File: config.mk
export PLATFORM = sky130hd
export DESIGN_NAME = uart_transmitter
export DESIGN_NICKNAME = d
export VERILOG_FILES = /design/src/rtl/uart_transmitter.sv
export SDC_FILE = /design/constraint.sdc
export NUM_CORES = 1
export LEC_CHECK = 0
export ABC_AREA = 1
export ABC_CLOCK_PERIOD_IN_PS = 2800
export BUFFER_PORTS_ARGS = -buffer_cell sky130_fd_sc_hd__buf_2
export CAP_MARGIN = 20
export CORE_MARGIN = 2
export CORE_UTILIZATION = 50
export CTS_CLUSTER_DIAMETER = 50
export DETAILED_ROUTE_END_ITERATION = 10
export GPL_TIMING_DRIVEN = 0
export PLACE_DENSITY_LB_ADDON = 0.25
export SLEW_MARGIN = 20
export SYNTH_ARGS = -nofsm -noshare
export SYNTH_HDL_FRONTEND = slang
export SYNTH_SLANG_ARGS = --single-unit
File: constraint.sdc
create_clock -name clk -period 2.8 [get_ports clk]
set_input_delay 0.14 -clock clk [delete_from_list [all_inputs] [get_ports clk]]
set_output_delay 0.14 -clock clk [all_outputs]
set_load 0.03 [all_outputs]
File: src/rtl/uart_transmitter.sv
// UART transmit stage: byte FIFO feeding a start / 8 data (MSB first) / [parity] / stop serialiser.
// Define UART_TX_PARITY_EN to insert an even-parity bit after the data bits.
module uart_transmitter #(
  parameter int BAUD_RATE  = 16,
  parameter int FIFO_DEPTH = 4,
  parameter int STOP_BITS  = 1
) (
  input  logic       clk,
  input  logic       rst,
  input  logic [7:0] tx_data,
  input  logic       tx_valid,
  output logic       tx_ready,
  output logic       tx_line,
  output logic       tx_busy,
  output logic       tx_done
);

  localparam int BW = (BAUD_RATE > 1) ? $clog2(BAUD_RATE) : 1;
  localparam int AW = $clog2(FIFO_DEPTH);
  localparam logic [BW-1:0] BAUD_LAST = BW'(BAUD_RATE - 1);
  localparam logic [BW-1:0] BAUD_PRE  = BW'(BAUD_RATE - 2);
  localparam logic [2:0]    STOP_LAST = 3'(STOP_BITS - 1);
  localparam logic [AW:0]   CNT_FULL  = (AW+1)'(FIFO_DEPTH);

  typedef enum logic [2:0] {
    ST_IDLE, ST_START, ST_DATA, ST_STOP
`ifdef UART_TX_PARITY_EN
    , ST_PARITY
`endif
  } state_t;

  // FIFO
  logic [7:0]  r_mem [FIFO_DEPTH];
  logic [AW-1:0] r_wr, r_rd;
  logic [AW:0] r_cnt;
  logic        r_ready;
  logic        w_push, w_pop, w_empty;
  logic [AW:0] w_cnt_nxt;

  assign w_push    = tx_valid & r_ready;
  assign w_empty   = (r_cnt == '0);
  assign w_cnt_nxt = r_cnt + (AW+1)'(w_push) - (AW+1)'(w_pop);

  always_ff @(posedge clk) begin
    if (w_push) r_mem[r_wr] <= tx_data;
  end

  // Ready looks at the registered count, so a pop never frees a slot in the same cycle.
  always_ff @(posedge clk or posedge rst) begin
    if (rst) begin
      r_wr    <= '0;
      r_rd    <= '0;
      r_cnt   <= '0;
      r_ready <= 1'b1;
    end else begin
      if (w_push) r_wr <= r_wr + 1'b1;
      if (w_pop)  r_rd <= r_rd + 1'b1;
      r_cnt   <= w_cnt_nxt;
      r_ready <= (w_cnt_nxt != CNT_FULL);
    end
  end

  // Serialiser
  state_t        r_state, w_state;
  logic [BW-1:0] r_baud, w_baud;
  logic [2:0]    r_bit, w_bit;
  logic [7:0]    r_shift, w_shift;
  logic          r_line, w_line, r_busy, w_busy, r_done, w_done;
  logic          w_wrap;
`ifdef UART_TX_PARITY_EN
  logic          r_par, w_par;
`endif

  assign w_wrap = (r_baud == BAUD_LAST);

  always_ff @(posedge clk or posedge rst) begin
    if (rst) begin
      r_state <= ST_IDLE;
      r_baud  <= '0;
      r_bit   <= '0;
      r_shift <= '0;
      r_line  <= 1'b1;
      r_busy  <= 1'b0;
      r_done  <= 1'b0;
`ifdef UART_TX_PARITY_EN
      r_par   <= 1'b0;
`endif
    end else begin
      r_state <= w_state;
      r_baud  <= w_baud;
      r_bit   <= w_bit;
      r_shift <= w_shift;
      r_line  <= w_line;
      r_busy  <= w_busy;
      r_done  <= w_done;
`ifdef UART_TX_PARITY_EN
      r_par   <= w_par;
`endif
    end
  end

  // Outputs are computed for the next cycle and registered, so tx_line moves only on baud wraps.
  always_comb begin
    w_state = r_state;
    w_baud  = r_baud;
    w_bit   = r_bit;
    w_shift = r_shift;
    w_line  = 1'b1;
    w_busy  = r_busy;
    w_done  = 1'b0;
    w_pop   = 1'b0;
`ifdef UART_TX_PARITY_EN
    w_par   = r_par;
`endif
    unique case (r_state)
      ST_IDLE: begin
        w_busy = 1'b0;
        if (!w_empty) begin
          w_pop   = 1'b1;
          w_shift = r_mem[r_rd];
`ifdef UART_TX_PARITY_EN
          w_par   = ^r_mem[r_rd];
`endif
          w_state = ST_START;
          w_baud  = '0;
          w_line  = 1'b0;
          w_busy  = 1'b1;
        end
      end
      ST_START: begin
        w_line = 1'b0;
        w_baud = r_baud + 1'b1;
        if (w_wrap) begin
          w_baud  = '0;
          w_bit   = '0;
          w_state = ST_DATA;
          w_line  = r_shift[7];
        end
      end
      ST_DATA: begin
        w_line = r_shift[7];
        w_baud = r_baud + 1'b1;
        if (w_wrap) begin
          w_baud = '0;
          if (r_bit == 3'd7) begin
            w_bit   = '0;
`ifdef UART_TX_PARITY_EN
            w_state = ST_PARITY;
            w_line  = r_par;
`else
            w_state = ST_STOP;
            w_line  = 1'b1;
`endif
          end else begin
            w_bit   = r_bit + 1'b1;
            w_shift = {r_shift[6:0], 1'b0};
            w_line  = r_shift[6];
          end
        end
      end
`ifdef UART_TX_PARITY_EN
      ST_PARITY: begin
        w_line = r_par;
        w_baud = r_baud + 1'b1;
        if (w_wrap) begin
          w_baud  = '0;
          w_bit   = '0;
          w_state = ST_STOP;
          w_line  = 1'b1;
        end
      end
`endif
      ST_STOP: begin
        w_line = 1'b1;
        w_baud = r_baud + 1'b1;
        if ((r_baud == BAUD_PRE) && (r_bit == STOP_LAST)) w_done = 1'b1;
        if (w_wrap) begin
          w_baud = '0;
          if (r_bit == STOP_LAST) begin
            w_bit = '0;
            if (!w_empty) begin
              w_pop   = 1'b1;
              w_shift = r_mem[r_rd];
`ifdef UART_TX_PARITY_EN
              w_par   = ^r_mem[r_rd];
`endif
              w_state = ST_START;
              w_line  = 1'b0;
            end else begin
              w_state = ST_IDLE;
              w_busy  = 1'b0;
            end
          end else begin
            w_bit = r_bit + 1'b1;
          end
        end
      end
      default: w_state = ST_IDLE;
    endcase
  end

  assign tx_ready = r_ready;
  assign tx_line  = r_line;
  assign tx_busy  = r_busy;
  assign tx_done  = r_done;

endmodule

==> results.md, run 1 <==
### Synthesis
- **share of synthesized area occupied by flip-flops and latches** 0.566
- **flip-flop and latch count after synthesis** 60
- **Post-Syn Instances** 295
- **Synth Area in Compound Gates** 0.0413
- **nets in the synthesized netlist** 322
- **multiplexer fraction of the synthesized cell area** 0
- **simple logic cell fraction of the synthesized area** 0.245
- **average size of a mapped cell** 9.96 um^2
- **adder and majority gate portion of the synthesized area** 0.0707
- **Async S/R FF share, synth** 0.467
- **Netlist Area Pre-Place** 0.00294 mm^2
- **number of enable-type register cells in the synthesized netlist** 32
- **prevailing post-synth register cell** sky130_fd_sc_hd__edfxtp_1
- **unique cell type count in the Yosys netlist** 31
- **main combinational cell family by area after synthesis** simple AND/OR/NAND/NOR gates
- **xor and xnor fraction of the mapped netlist area** 0.0179
- **Synth warnings** 0

### Placed design
- **worst setup timing slack at the placement stage** 452 ps
- **final HPWL from detailed placement** 3.52 mm
- **final weighted congestion of routability-driven global placement** 0.789
- **count of buffers from port buffering** 14
- **placed insts** 381

### Timing
- **final sum of negative setup slack** 0 ps
- **number of slew-limit violations in the final report** 0
- **Final Cycle Share** 0.836
- **normalized max-slew margin** 0.481
- **Hold Worst Slack** 13.1 ps
- **final clock skew** 6.64 ps
- **final number of setup-violating endpoints** 0
- **final hold vios** 0
- **slew at the pin closest to its max-slew limit** 775 ps
- **final critical-path required period** 2340 ps
- **final worst slack** 460 ps
- **unrepaired setup endpoints after global routing** false
- **fmax** 0.427 GHz

### Route
- **number of design-rule violations left by the first detailed-router iteration** 141
- **routed wire length** 5.09 mm
- **antenna-violating nets left** 0
- **remaining routing DRC violations** 0
- **first-pass detailed-route iteration total** 4
- **average wire per standard cell** 12.8 um
- **via-per-instance ratio** 4.94
- **total via count in the routed design** 1968

### Pwr
- **worst IR drop on VDD** 0.000504 V
- **Leakage Power** 1.46 nW
- **switching fraction of total power** 0.270
- **Comb pwr share** 0.149
- **share of power burned in the clock network** 0.302
- **net switching power** 0.552 mW
- **cell area power density** 626 mW/mm^2
- **Internal** 1.49 mW
- **sequential power share** 0.549

### CTS
- **number of hold-repair buffers added at the cts stage** 0
- **clock transition at the registers of the reported paths** 60 ps
- **clock tree from TritonCTS** built
- **Max clock buf depth** 2
- **cells resized by post-CTS repair** 0
- **number of H-tree levels** 3
- **CTS Sinks** 60
- **Root Buffer Master** sky130_fd_sc_hd__clkbuf_8
- **Worst-Skew Late Latency** 340 ps
- **post-CTS setup buffer count** 0
- **TritonCTS buffer count** 9

### Setup path
- **startpoint type of the worst setup path** register
- **Critical Path Sink Type** register
- **depth of the worst register-to-register path** 12
- **worst path required time** 3060 ps
- **Critical Setup Path Class** register to register
- **largest fanout on the critical path** 6
- **startpoint of the worst register-to-register path** r_state[0]$_DFFE_PP0P_
- **capture point of the worst reg-to-reg path** tx_ready$_DFF_PP1_
- **Crit path arrival time** 2600 ps
- **reg2reg setup slack** 460 ps

### Layout
- **area of the multi-input gates** 0.00110 mm^2
- **Reg area** 0.00166 mm^2
- **proportion of layout cells with a drive suffix above 1** 0.178
- **Layout area overhead** 11.0%
- **Non-Filler Instances** 398
- **post-layout util** 0.585
- **number of fill cells in the layout** 471
- **net total in the final layout** 348
- **count of inserted antenna diode cells** 0

### Global route
- **pin count of the biggest net entering global routing** 29
- **first-pass GRT wire length** 8.67 mm
- **all-layer global routing usage** 0.186
- **global-route track usage on met1** 0.249
- **total grt overflow** 0
- **global routing met2 resource utilization** 0.272
- **GR Util met3** 0.0640
- **vias in the first global route** 1838
- **initial antenna violation count** 0
- **most used routing layer** met2

### Floorplanning
- **starting utilization of the core area** 0.527
- **horizontal extent of the die** 80.7 um
- **core outline area** 0.00557 mm^2
- **total die area** 0.00650 mm^2
- **Cell Rows** 27
- **chip height** 80.7 um
- **IO Pins** 15

### Hold path
- **Worst Min Path Start** tx_data[4]
- **worst min-delay path category** input port to register
- **Worst Hold Endpoint** r_mem[3][4]$_DFFE_PP_
- **WHS Path Cells** 1

### Status
- **status** complete, no violations

### Run
- **count of maximum capacitance violations** 0

[placed cells by master, fill, tap and decap left out, types with 3 or more instances in the layout]
cell type,n
sky130_fd_sc_hd__nand2_2,3
sky130_fd_sc_hd__inv_1,24
sky130_fd_sc_hd__o21ai_0,8
sky130_fd_sc_hd__ha_1,15
sky130_fd_sc_hd__clkbuf_8,9
sky130_fd_sc_hd__dfrtp_1,26
sky130_fd_sc_hd__buf_2,17
sky130_fd_sc_hd__a21oi_1,6
sky130_fd_sc_hd__xor2_1,5
sky130_fd_sc_hd__nor2_1,11
sky130_fd_sc_hd__buf_4,3
sky130_fd_sc_hd__edfxtp_1,32
sky130_fd_sc_hd__nand2_1,96
sky130_fd_sc_hd__nand3_1,31
sky130_fd_sc_hd__nor2_2,3
sky130_fd_sc_hd__clkbuf_1,4
sky130_fd_sc_hd__inv_2,7
[layer usage]
metal	up-vias	part of all wire	wire length, um
li1	1013	-	-
met1	908	0.46	2340
met2	39	0.47	2410
met3	8	0.047	237
met4	0	0.020	100
met5	-	0	0
[synthesized netlist by cell type, types with 2 or more instances]
master | n | area [um^2]
sky130_fd_sc_hd__nand3_4 | 2 | 35.0
sky130_fd_sc_hd__dfrtp_1 | 26 | 651
sky130_fd_sc_hd__nand2_2 | 3 | 18.8
sky130_fd_sc_hd__nand2_1 | 96 | 360
sky130_fd_sc_hd__nand4_1 | 2 | 12.5
sky130_fd_sc_hd__inv_1 | 25 | 93.8
sky130_fd_sc_hd__o21ai_2 | 2 | 17.5
sky130_fd_sc_hd__ha_1 | 15 | 188
sky130_fd_sc_hd__nand3_1 | 31 | 155
sky130_fd_sc_hd__nor2_2 | 3 | 18.8
sky130_fd_sc_hd__o21ai_0 | 8 | 40.0
sky130_fd_sc_hd__xor2_1 | 5 | 43.8
sky130_fd_sc_hd__o21ai_1 | 2 | 10.0
sky130_fd_sc_hd__nor2_1 | 11 | 41.3
sky130_fd_sc_hd__nand2_4 | 2 | 22.5
sky130_fd_sc_hd__edfxtp_1 | 32 | 961
sky130_fd_sc_hd__buf_4 | 3 | 22.5
sky130_fd_sc_hd__dfstp_2 | 2 | 52.6
sky130_fd_sc_hd__buf_2 | 3 | 15.0
sky130_fd_sc_hd__a21oi_1 | 6 | 30.0
sky130_fd_sc_hd__inv_2 | 6 | 22.5
[area by class of cell]
class                      count  area share
sequential                    60       0.510
multi-input combinational    196       0.338
clock buffer                  13      0.0426
inverter                      32      0.0376
tap                           72      0.0276
timing repair buffer          15      0.0246
buffer                         7      0.0150
clock inverter                 3     0.00422
[state kept, by name (all words and copies together), names as in the netlist, 2 cells and up]
| signal | flops |
|---|---|
| r_shift | 8 |
| r_rd | 2 |
| r_cnt | 3 |
| r_wr | 2 |
| r_baud | 4 |
| r_mem | 32 |
| r_bit | 3 |
| r_state | 2 |
[worst max-delay path by stage]
| stage | startpoint | end | slack (ps) | cells past startpoint |
|---|---|---|---|---|
| after floorplan | r_baud[0]$_DFFE_PP0P_ | tx_ready$_DFF_PP1_ | 640 | 13 |
| after global placement | r_baud[0]$_DFFE_PP0P_ | tx_ready$_DFF_PP1_ | 480 | 13 |
| after detailed placement | r_state[0]$_DFFE_PP0P_ | tx_ready$_DFF_PP1_ | 450 | 12 |
| after CTS | r_state[0]$_DFFE_PP0P_ | tx_ready$_DFF_PP1_ | 430 | 12 |
| after global routing | r_baud[0]$_DFFE_PP0P_ | tx_ready$_DFF_PP1_ | 260 | 13 |
| final | r_state[0]$_DFFE_PP0P_ | tx_ready$_DFF_PP1_ | 460 | 12 |
[power groups by stage]
stage	clock [mW]	sequential, mW	combinational, mW
floorplan	0	1.13	0.224
global placement	0	1.13	0.299
detailed placement	0	1.14	0.313
CTS	0.630	1.12	0.314
global route	0.678	1.13	0.352
finish	0.617	1.12	0.304
[through the flow]
step,total power [mW],instance area [um^2]
final,2.04,3260
after global routing,2.16,3260
after floorplan,1.36,2940
after CTS,2.06,3250
after global placement,1.43,3100
after detailed placement,1.45,3100
[critical path, stage by stage, from the launching register on]
cell and delay (ps):
sky130_fd_sc_hd__dfrtp_1 390, sky130_fd_sc_hd__inv_1 80, sky130_fd_sc_hd__ha_1 290, sky130_fd_sc_hd__inv_2 140
sky130_fd_sc_hd__nand2_2 90, sky130_fd_sc_hd__nand3_2 80, sky130_fd_sc_hd__inv_1 50, sky130_fd_sc_hd__ha_1 260
sky130_fd_sc_hd__inv_1 40, sky130_fd_sc_hd__ha_1 180, sky130_fd_sc_hd__fa_1 460, sky130_fd_sc_hd__nor2_1 130
sky130_fd_sc_hd__nand2_1 60
[cell families after synthesis]
family	Yosys count
xor gates and xnor gates	6
AOI/OAI and AO/OA	20
DFF	60
and+or+nand+nor	154
buffers and inverters	39
adders and majority gates	16
Note: power is estimated with default switching activity, not from simulation.
==> run 2: changes to the inputs <==
- ABC_AREA: 1 -> 0
- ABC_CLOCK_PERIOD_IN_PS: 2800 -> 2200
- clock period: 2.8 -> 2.2 ns (I/O delays scaled with it)
==> run 2 against run 1 <==
The run now ends with setup timing left. Clock skew increased by 0.61 ps. Largest power group unchanged. Largest cell class unchanged. Cell count fell by 23%. Register-to-register slack worse by 470 ps.
==> results.md, run 2 <==
### Timing
- **final worst slack** -15.0 ps, was 460 ps
- **normalized max-slew margin** 0.609, was 0.481
- **final number of setup-violating endpoints** 1, was 0
- **final sum of negative setup slack** -15.0 ps, was 0 ps
- **unrepaired setup endpoints after global routing** true, was false
- **final clock skew** 7.25 ps, was 6.64 ps
- **slew at the pin closest to its max-slew limit** 585 ps, was 775 ps
- **final hold vios** 0, unchanged
- **number of slew-limit violations in the final report** 0, unchanged
- **Final Cycle Share** 1.01, was 0.836
- **final critical-path required period** 2210 ps, was 2340 ps
- **fmax** 0.451 GHz, was 0.427 GHz

### Synthesis
- **Synth warnings** 0, unchanged
- **prevailing post-synth register cell** sky130_fd_sc_hd__edfxtp_1, unchanged
- **top cells by instance count after synthesis** sky130_fd_sc_hd__edfxtp_1 (32), sky130_fd_sc_hd__dfrtp_1 (26), sky130_fd_sc_hd__ha_1 (15), was sky130_fd_sc_hd__nand2_1 (96), sky130_fd_sc_hd__edfxtp_1 (32), sky130_fd_sc_hd__nand3_1 (31)
- **Post-Syn Instances** 185, was 295
- **number of enable-type register cells in the synthesized netlist** 32, unchanged
- **flip-flop and latch count after synthesis** 60, unchanged
- **leading cell type by number of instances after synthesis** sky130_fd_sc_hd__edfxtp_1, was sky130_fd_sc_hd__nand2_1
- **Async S/R FF share, synth** 0.467, unchanged
- **Area contributors post-synth** sky130_fd_sc_hd__edfxtp_1 (35%), sky130_fd_sc_hd__dfrtp_1 (23%), sky130_fd_sc_hd__ha_1 (6.8%), sky130_fd_sc_hd__mux4_2 (6.5%), sky130_fd_sc_hd__mux2_4 (4.3%), was sky130_fd_sc_hd__edfxtp_1 (33%), sky130_fd_sc_hd__dfrtp_1 (22%), sky130_fd_sc_hd__nand2_1 (12%), sky130_fd_sc_hd__ha_1 (6.4%), sky130_fd_sc_hd__nand3_1 (5.3%)
- **top-area cell type share of the netlist area** 0.346, was 0.327
- **average size of a mapped cell** 15.0 um^2, was 9.96 um^2
- **unique cell type count in the Yosys netlist** 47, was 31
- **most area-hungry cell type in the Yosys netlist** sky130_fd_sc_hd__edfxtp_1, unchanged
- **nets in the synthesized netlist** 212, was 322
- **share of synthesized area occupied by flip-flops and latches** 0.599, was 0.566
- **Netlist Area Pre-Place** 0.00278 mm^2, was 0.00294 mm^2

### Setup path
- **startpoint of the worst register-to-register path** r_state[1]$_DFFE_PP0P_, was r_state[0]$_DFFE_PP0P_
- **largest fanout on the critical path** 5, was 6
- **Crit path arrival time** 2490 ps, was 2600 ps
- **startpoint type of the worst setup path** register, unchanged
- **reg2reg setup slack** -10 ps, was 460 ps
- **Critical Path Sink Type** register, unchanged
- **worst path required time** 2470 ps, was 3060 ps
- **capture point of the worst reg-to-reg path** tx_ready$_DFF_PP1_, unchanged
- **Critical Setup Path Class** register to register, unchanged
- **depth of the worst register-to-register path** 10, was 12

### Layout
- **count of inserted antenna diode cells** 0, unchanged
- **proportion of layout cells with a drive suffix above 1** 0.368, was 0.178
- **max reg flops** 32, unchanged
- **number of fill cells in the layout** 383, was 471
- **highest-count cells in the layout ignoring fill and taps** sky130_fd_sc_hd__edfxtp_1 (32), sky130_fd_sc_hd__dfrtp_1 (26), sky130_fd_sc_hd__buf_2 (15), was sky130_fd_sc_hd__nand2_1 (96), sky130_fd_sc_hd__edfxtp_1 (32), sky130_fd_sc_hd__nand3_1 (31)
- **post-route cell area** 0.00340 mm^2, was 0.00326 mm^2
- **largest reg by FF count** r_mem, unchanged
- **Non-Filler Instances** 306, was 398
- **leading cell type in the layout, fill and taps excluded** sky130_fd_sc_hd__edfxtp_1, was sky130_fd_sc_hd__nand2_1
- **net total in the final layout** 256, was 348
- **Layout area overhead** 22.4%, was 11.0%
- **registers with the highest flip-flop counts** r_mem x32, r_shift x8, r_baud x4, unchanged

### CTS
- **Max clock buf depth** 2, unchanged
- **Worst-Skew Late Latency** 330 ps, was 340 ps
- **clock tree from TritonCTS** built, unchanged
- **CTS Sinks** 60, unchanged
- **clock transition at the registers of the reported paths** 70 ps, was 60 ps
- **number of H-tree levels** 3, unchanged
- **TritonCTS buffer count** 9, unchanged
- **Root Buffer Master** sky130_fd_sc_hd__clkbuf_8, unchanged

### Floorplanning
- **starting utilization of the core area** 0.511, was 0.527
- **total die area** 0.00617 mm^2, was 0.00650 mm^2
- **horizontal extent of the die** 78.5 um, was 80.7 um
- **Cell Rows** 27, unchanged
- **core outline area** 0.00544 mm^2, was 0.00557 mm^2
- **chip height** 78.5 um, was 80.7 um
- **IO Pins** 15, unchanged

### Route
- **remaining routing DRC violations** 0, unchanged
- **antenna-violating nets left** 0, unchanged
- **number of design-rule violations left by the first detailed-router iteration** 102, was 141
- **first-pass detailed-route iteration total** 4, unchanged
- **total via count in the routed design** 1617, was 1968
- **via-per-instance ratio** 5.28, was 4.94
- **routed wire length** 4.69 mm, was 5.09 mm
- **average wire per standard cell** 15.3 um, was 12.8 um

### Pwr
- **Leakage Power** 1.40 nW, was 1.46 nW
- **cell area power density** 828 mW/mm^2, was 626 mW/mm^2
- **worst IR drop on VDD** 0.000593 V, was 0.000504 V

### Global route
- **first-pass GRT wire length** 7.59 mm, was 8.67 mm
- **total grt overflow** 0, unchanged
- **initial antenna violation count** 0, unchanged
- **vias in the first global route** 1639, was 1838
- **pin count of the biggest net entering global routing** 29, unchanged
- **all-layer global routing usage** 0.167, was 0.186

### Status
- **failing checks** setup timing
- **status** finished, violations left, was complete, no violations

### Placed design
- **placed insts** 271, was 381
- **worst setup timing slack at the placement stage** -276 ps, was 452 ps
- **final weighted congestion of routability-driven global placement** 0.755, was 0.789
- **final HPWL from detailed placement** 3.11 mm, was 3.52 mm
- **Post-Place Cell Area** 0.00297 mm^2, was 0.00310 mm^2
- **count of buffers from port buffering** 14, unchanged

### Hold path
- **Worst Min Path Start** tx_valid, was tx_data[4]
- **WHS Path Cells** 3, was 1
- **Worst Hold Endpoint** r_wr[0]$_DFFE_PP0P_, was r_mem[3][4]$_DFFE_PP_
- **worst min-delay path category** input port to register, unchanged

### Run
- **count of maximum capacitance violations** 0, unchanged

[run 2: cell count changes after synthesis, moves of 8 or more]
cell / change
sky130_fd_sc_hd__nand2_1: -91
sky130_fd_sc_hd__mux2_4: +8
sky130_fd_sc_hd__mux4_2: +8
sky130_fd_sc_hd__mux2_2: +9
sky130_fd_sc_hd__nand3_1: -26
sky130_fd_sc_hd__inv_1: -14
[run 2: worst max path at each step]
stage | cells after the start | end | start
2_1_floorplan | 10 | tx_ready$_DFF_PP1_ | r_baud[1]$_DFFE_PP0P_
4_1_cts | 10 | tx_ready$_DFF_PP1_ | r_state[0]$_DFFE_PP0P_
6_report | 10 | tx_ready$_DFF_PP1_ | r_state[1]$_DFFE_PP0P_
3_3_place_gp | 11 | tx_ready$_DFF_PP1_ | r_bit[0]$_DFFE_PP0P_
3_5_place_dp | 11 | tx_ready$_DFF_PP1_ | r_bit[0]$_DFFE_PP0P_
5_1_grt | 10 | tx_ready$_DFF_PP1_ | r_state[1]$_DFFE_PP0P_
[run 2: per-layer routing]
metal / track usage / up-vias / wire (um)
li1: - / 780 / -
met1: 0.203 / 790 / 2030
met2: 0.279 / 37 / 2430
met3: 0.0345 / 10 / 157
met4: 0.0947 / 0 / 74
met5: 0 / - / 0
[run 2: kinds of logic (layout without fill, tap and decap cells)]
group | count (synthesis) | in the layout | share of synthesized area
AO/OA/AOI/OAI | 22 | 22 | 0.0518
multiplexers | 28 | 28 | 0.156
adder cells (fa/ha/maj) | 16 | 16 | 0.0748
AND/OR/NAND/NOR | 36 | 36 | 0.0739
buffers and inverters | 18 | 67 | 0.0288
XOR/XNOR | 5 | 5 | 0.0158
flip-flops | 60 | 60 | 0.599
[run 2: final cells by class]
cell class | instances | area [um^2] | share of cell area
clock inverter | 7 | 67.6 | 0.0199
multi-input combinational | 107 | 1130 | 0.332
buffer | 7 | 50.0 | 0.0147
timing repair buffer | 33 | 235 | 0.0692
tap | 72 | 90.1 | 0.0265
sequential | 60 | 1660 | 0.490
clock buffer | 9 | 124 | 0.0364
inverter | 11 | 41.3 | 0.0121
[run 2: critical path: stages, from the launching register on]
cell	delay, ps
sky130_fd_sc_hd__dfrtp_1	410
sky130_fd_sc_hd__ha_2	220
sky130_fd_sc_hd__buf_8	130
sky130_fd_sc_hd__a31oi_4	220
sky130_fd_sc_hd__nor3_4	60
sky130_fd_sc_hd__ha_1	280
sky130_fd_sc_hd__inv_1	40
sky130_fd_sc_hd__ha_2	160
sky130_fd_sc_hd__fa_2	540
sky130_fd_sc_hd__nor2_1	40
sky130_fd_sc_hd__nand2_1	60
[run 2: repair_timing]
action                     4_1_cts  5_1_grt
hold endpoints to repair        32       26
hold buffers                     8        1
buffers inserted                 5        5
pin swaps                        2        2
setup endpoints to repair        3        3
gates resized for setup         13        4
[run 2: power by group]
| part | switching (mW) | internal (mW) | leakage [nW] | total [mW] |
|---|---|---|---|---|
| combinational | 0.233 | 0.186 | 0.680 | 0.419 |
| sequential | 0.0908 | 1.37 | 0.632 | 1.46 |
| clock | 0.421 | 0.516 | 0.0926 | 0.937 |
[run 2: stage by stage]
step	utilization	total power, mW	hold WS [ps]
floorplan	-	1.72	174
global placement	0.546	1.81	320
detailed placement	0.546	1.84	331
CTS	0.613	2.82	62.8
global route	0.625	2.97	160
finish	0.625	2.82	157
==> run 3: changes to the inputs <==
- ABC_AREA: 0 -> 1
- BUFFER_PORTS_ARGS: -buffer_cell sky130_fd_sc_hd__buf_2 -> not set
- DONT_BUFFER_PORTS: not set -> 1
==> run 3 against run 2 <==
The run now ends clean. Maximum frequency rose by 2.1%. Cell count rose by 33%. Wire length rose by 20%. Sequential cell count did not move. Total power rose by 4.5%. First-iteration DRC count rose by 25%. Clock power rose by 15%. Critical path depth rose by 2.
==> results.md, run 3 (same netlist as run 1, synthesis figures left out) <==
### Layout
- **leading cell type in the layout, fill and taps excluded** sky130_fd_sc_hd__nand2_1, was sky130_fd_sc_hd__edfxtp_1
- **number of fill cells in the layout** 461, was 383
- **count of inserted antenna diode cells** 0, unchanged
- **max reg flops** 32, unchanged
- **proportion of layout cells with a drive suffix above 1** 0.243, was 0.368
- **registers with the highest flip-flop counts** r_mem x32, r_shift x8, r_baud x4, unchanged
- **post-layout util** 0.636, was 0.625
- **highest-count cells in the layout ignoring fill and taps** sky130_fd_sc_hd__nand2_1 (96), sky130_fd_sc_hd__edfxtp_1 (32), sky130_fd_sc_hd__nand3_1 (30), was sky130_fd_sc_hd__edfxtp_1 (32), sky130_fd_sc_hd__dfrtp_1 (26), sky130_fd_sc_hd__buf_2 (15)
- **largest reg by FF count** r_mem, unchanged
- **post-route cell area** 0.00354 mm^2, was 0.00340 mm^2
- **net total in the final layout** 356, was 256
- **Non-Filler Instances** 406, was 306
- **Layout area overhead** 20.6%, was 22.4%

### CTS
- **Max clock buf depth** 2, unchanged
- **Worst-Skew Late Latency** 340 ps, was 330 ps
- **Root Buffer Master** sky130_fd_sc_hd__clkbuf_8, unchanged
- **clock transition at the registers of the reported paths** 70 ps, about the same
- **clock tree from TritonCTS** built, unchanged
- **number of H-tree levels** 3, unchanged
- **TritonCTS buffer count** 9, unchanged
- **CTS Sinks** 60, unchanged

### Timing
- **number of slew-limit violations in the final report** 0, unchanged
- **fmax** 0.461 GHz, was 0.451 GHz
- **normalized max-slew margin** 0.456, was 0.609
- **final number of setup-violating endpoints** 0, was 1
- **final sum of negative setup slack** 0 ps, was -15.0 ps
- **final clock skew** 7.24 ps, was 7.25 ps
- **final critical-path required period** 2170 ps, was 2210 ps
- **Hold Worst Slack** 169 ps, was 157 ps
- **final worst slack** 30.5 ps, was -15.0 ps
- **slew at the pin closest to its max-slew limit** 813 ps, was 585 ps
- **final hold vios** 0, unchanged
- **Final Cycle Share** 0.986, was 1.01
- **unrepaired setup endpoints after global routing** true, unchanged

### Route
- **Met3 Wirelength** 228 um, was 157 um
- **first-pass detailed-route iteration total** 4, unchanged
- **number of design-rule violations left by the first detailed-router iteration** 127, was 102
- **antenna-violating nets left** 0, unchanged
- **Detail Route met2 WL** 2.70 mm, was 2.43 mm
- **total via count in the routed design** 2042, was 1617
- **wl on met1** 2.63 mm, was 2.03 mm
- **average wire per standard cell** 13.9 um, was 15.3 um
- **routed wire length** 5.63 mm, was 4.69 mm
- **via-per-instance ratio** 5.03, was 5.28
- **remaining routing DRC violations** 0, unchanged
- **uppermost metal layer occupied by signal nets** met4, unchanged

### Global route
- **all-layer global routing usage** 0.193, was 0.167
- **vias in the first global route** 1985, was 1639
- **initial antenna violation count** 0, unchanged
- **pin count of the biggest net entering global routing** 29, unchanged
- **total grt overflow** 0, unchanged
- **first-pass GRT wire length** 9.19 mm, was 7.59 mm

### Placed design
- **worst setup timing slack at the placement stage** -176 ps, was -276 ps
- **placed insts** 367, was 271
- **final weighted congestion of routability-driven global placement** 0.773, was 0.755
- **count of buffers from port buffering** 0, was 14
- **final HPWL from detailed placement** 3.50 mm, was 3.11 mm
- **Post-Place Cell Area** 0.00303 mm^2, was 0.00297 mm^2

### Setup path
- **startpoint of the worst register-to-register path** r_state[0]$_DFFE_PP0P_, was r_state[1]$_DFFE_PP0P_
- **Critical Setup Path Class** register to register, unchanged
- **CP Launch Point** r_state[0]$_DFFE_PP0P_, was r_state[1]$_DFFE_PP0P_
- **depth of the worst register-to-register path** 12, was 10
- **capture point of the worst reg-to-reg path** tx_ready$_DFF_PP1_, unchanged
- **startpoint type of the worst setup path** register, unchanged
- **reg2reg setup slack** 30 ps, was -10 ps
- **termination of the worst setup path** tx_ready$_DFF_PP1_, unchanged
- **Crit path arrival time** 2450 ps, was 2490 ps
- **worst path required time** 2480 ps, was 2470 ps
- **largest fanout on the critical path** 6, was 5
- **Critical Path Sink Type** register, unchanged

### Pwr
- **Leakage Power** 1.52 nW, was 1.40 nW
- **share of power burned in the clock network** 0.366, was 0.333
- **worst IR drop on VDD** 0.000662 V, was 0.000593 V
- **cell area power density** 830 mW/mm^2, was 828 mW/mm^2
- **Internal** 2.15 mW, was 2.07 mW
- **sequential power share** 0.490, was 0.518
- **net switching power** 0.795 mW, was 0.745 mW
- **PnR Total Power** 2.94 mW, was 2.82 mW
- **Comb pwr share** 0.144, was 0.149
- **switching fraction of total power** 0.270, was 0.264

### Floorplanning
- **IO Pins** 15, unchanged
- **starting utilization of the core area** 0.527, was 0.511
- **total die area** 0.00650 mm^2, was 0.00617 mm^2
- **horizontal extent of the die** 80.7 um, was 78.5 um
- **chip height** 80.7 um, was 78.5 um
- **core outline area** 0.00557 mm^2, was 0.00544 mm^2
- **Cell Rows** 27, unchanged

### Hold path
- **worst min-delay path category** input port to register, unchanged

### Status
- **status** complete, no violations, was finished, violations left

### Run
- **count of maximum capacitance violations** 0, unchanged

-- run 3: final cells by class --
type	count	area (um^2)	area share
Sequential cell	60	1670	0.471
Multi-Input combinational cell	196	1190	0.337
Timing Repair Buffer	24	203	0.0572
Inverter	32	128	0.0360
Clock buffer	9	124	0.0350
Clock inverter	7	91.3	0.0258
Tap cell	72	90.1	0.0254
Buffer	6	43.8	0.0124
-- run 3: routing by layer --
| metal | up-vias | track usage |
|---|---|---|
| met5 | - | 0 |
| met4 | 0 | 0.0847 |
| li1 | 1029 | - |
| met1 | 963 | 0.249 |
| met2 | 43 | 0.308 |
| met3 | 7 | 0.0506 |
-- run 3: power groups by stage --
| stage | clock, mW | combinational, mW | sequential, mW |
|---|---|---|---|
| after floorplan | 0 | 0.285 | 1.44 |
| after global placement | 0 | 0.354 | 1.45 |
| after detailed placement | 0 | 0.371 | 1.46 |
| after CTS | 1.08 | 0.401 | 1.44 |
| after global routing | 1.14 | 0.483 | 1.46 |
| final | 1.08 | 0.423 | 1.44 |
-- run 3: worst max-delay path: stages (launching register included) --
cell	delay, ps
sky130_fd_sc_hd__dfrtp_1	420
sky130_fd_sc_hd__inv_1	110
sky130_fd_sc_hd__ha_4	200
sky130_fd_sc_hd__inv_4	80
sky130_fd_sc_hd__nand2_2	70
sky130_fd_sc_hd__nand3_2	80
sky130_fd_sc_hd__inv_2	50
sky130_fd_sc_hd__ha_4	260
sky130_fd_sc_hd__inv_4	30
sky130_fd_sc_hd__ha_4	150
sky130_fd_sc_hd__fa_2	540
sky130_fd_sc_hd__nor2_2	40
sky130_fd_sc_hd__nand2_1	60
-- run 3: repair_timing --
| item | CTS | global route |
|---|---|---|
| endpoints found under the hold margin | 58 | 0 |
| pin swaps | 10 | 8 |
| endpoints found under the setup margin | 3 | 3 |
| setup buffers | 9 | 6 |
| resized for setup | 16 | 11 |
| hold buffers | 9 | 0 |
-- run 3: how the worst min path moves through the flow --
stage	start	end	cells past startpoint
detailed placement	tx_data[6]	r_mem[3][6]$_DFFE_PP_	0
global placement	tx_data[7]	r_mem[0][7]$_DFFE_PP_	0
CTS	tx_valid	r_wr[1]$_DFFE_PP0P_	2
global route	tx_valid	r_wr[0]$_DFFE_PP0P_	2
finish	tx_valid	r_wr[1]$_DFFE_PP0P_	2
floorplan	rst	r_baud[0]$_DFFE_PP0P_	1
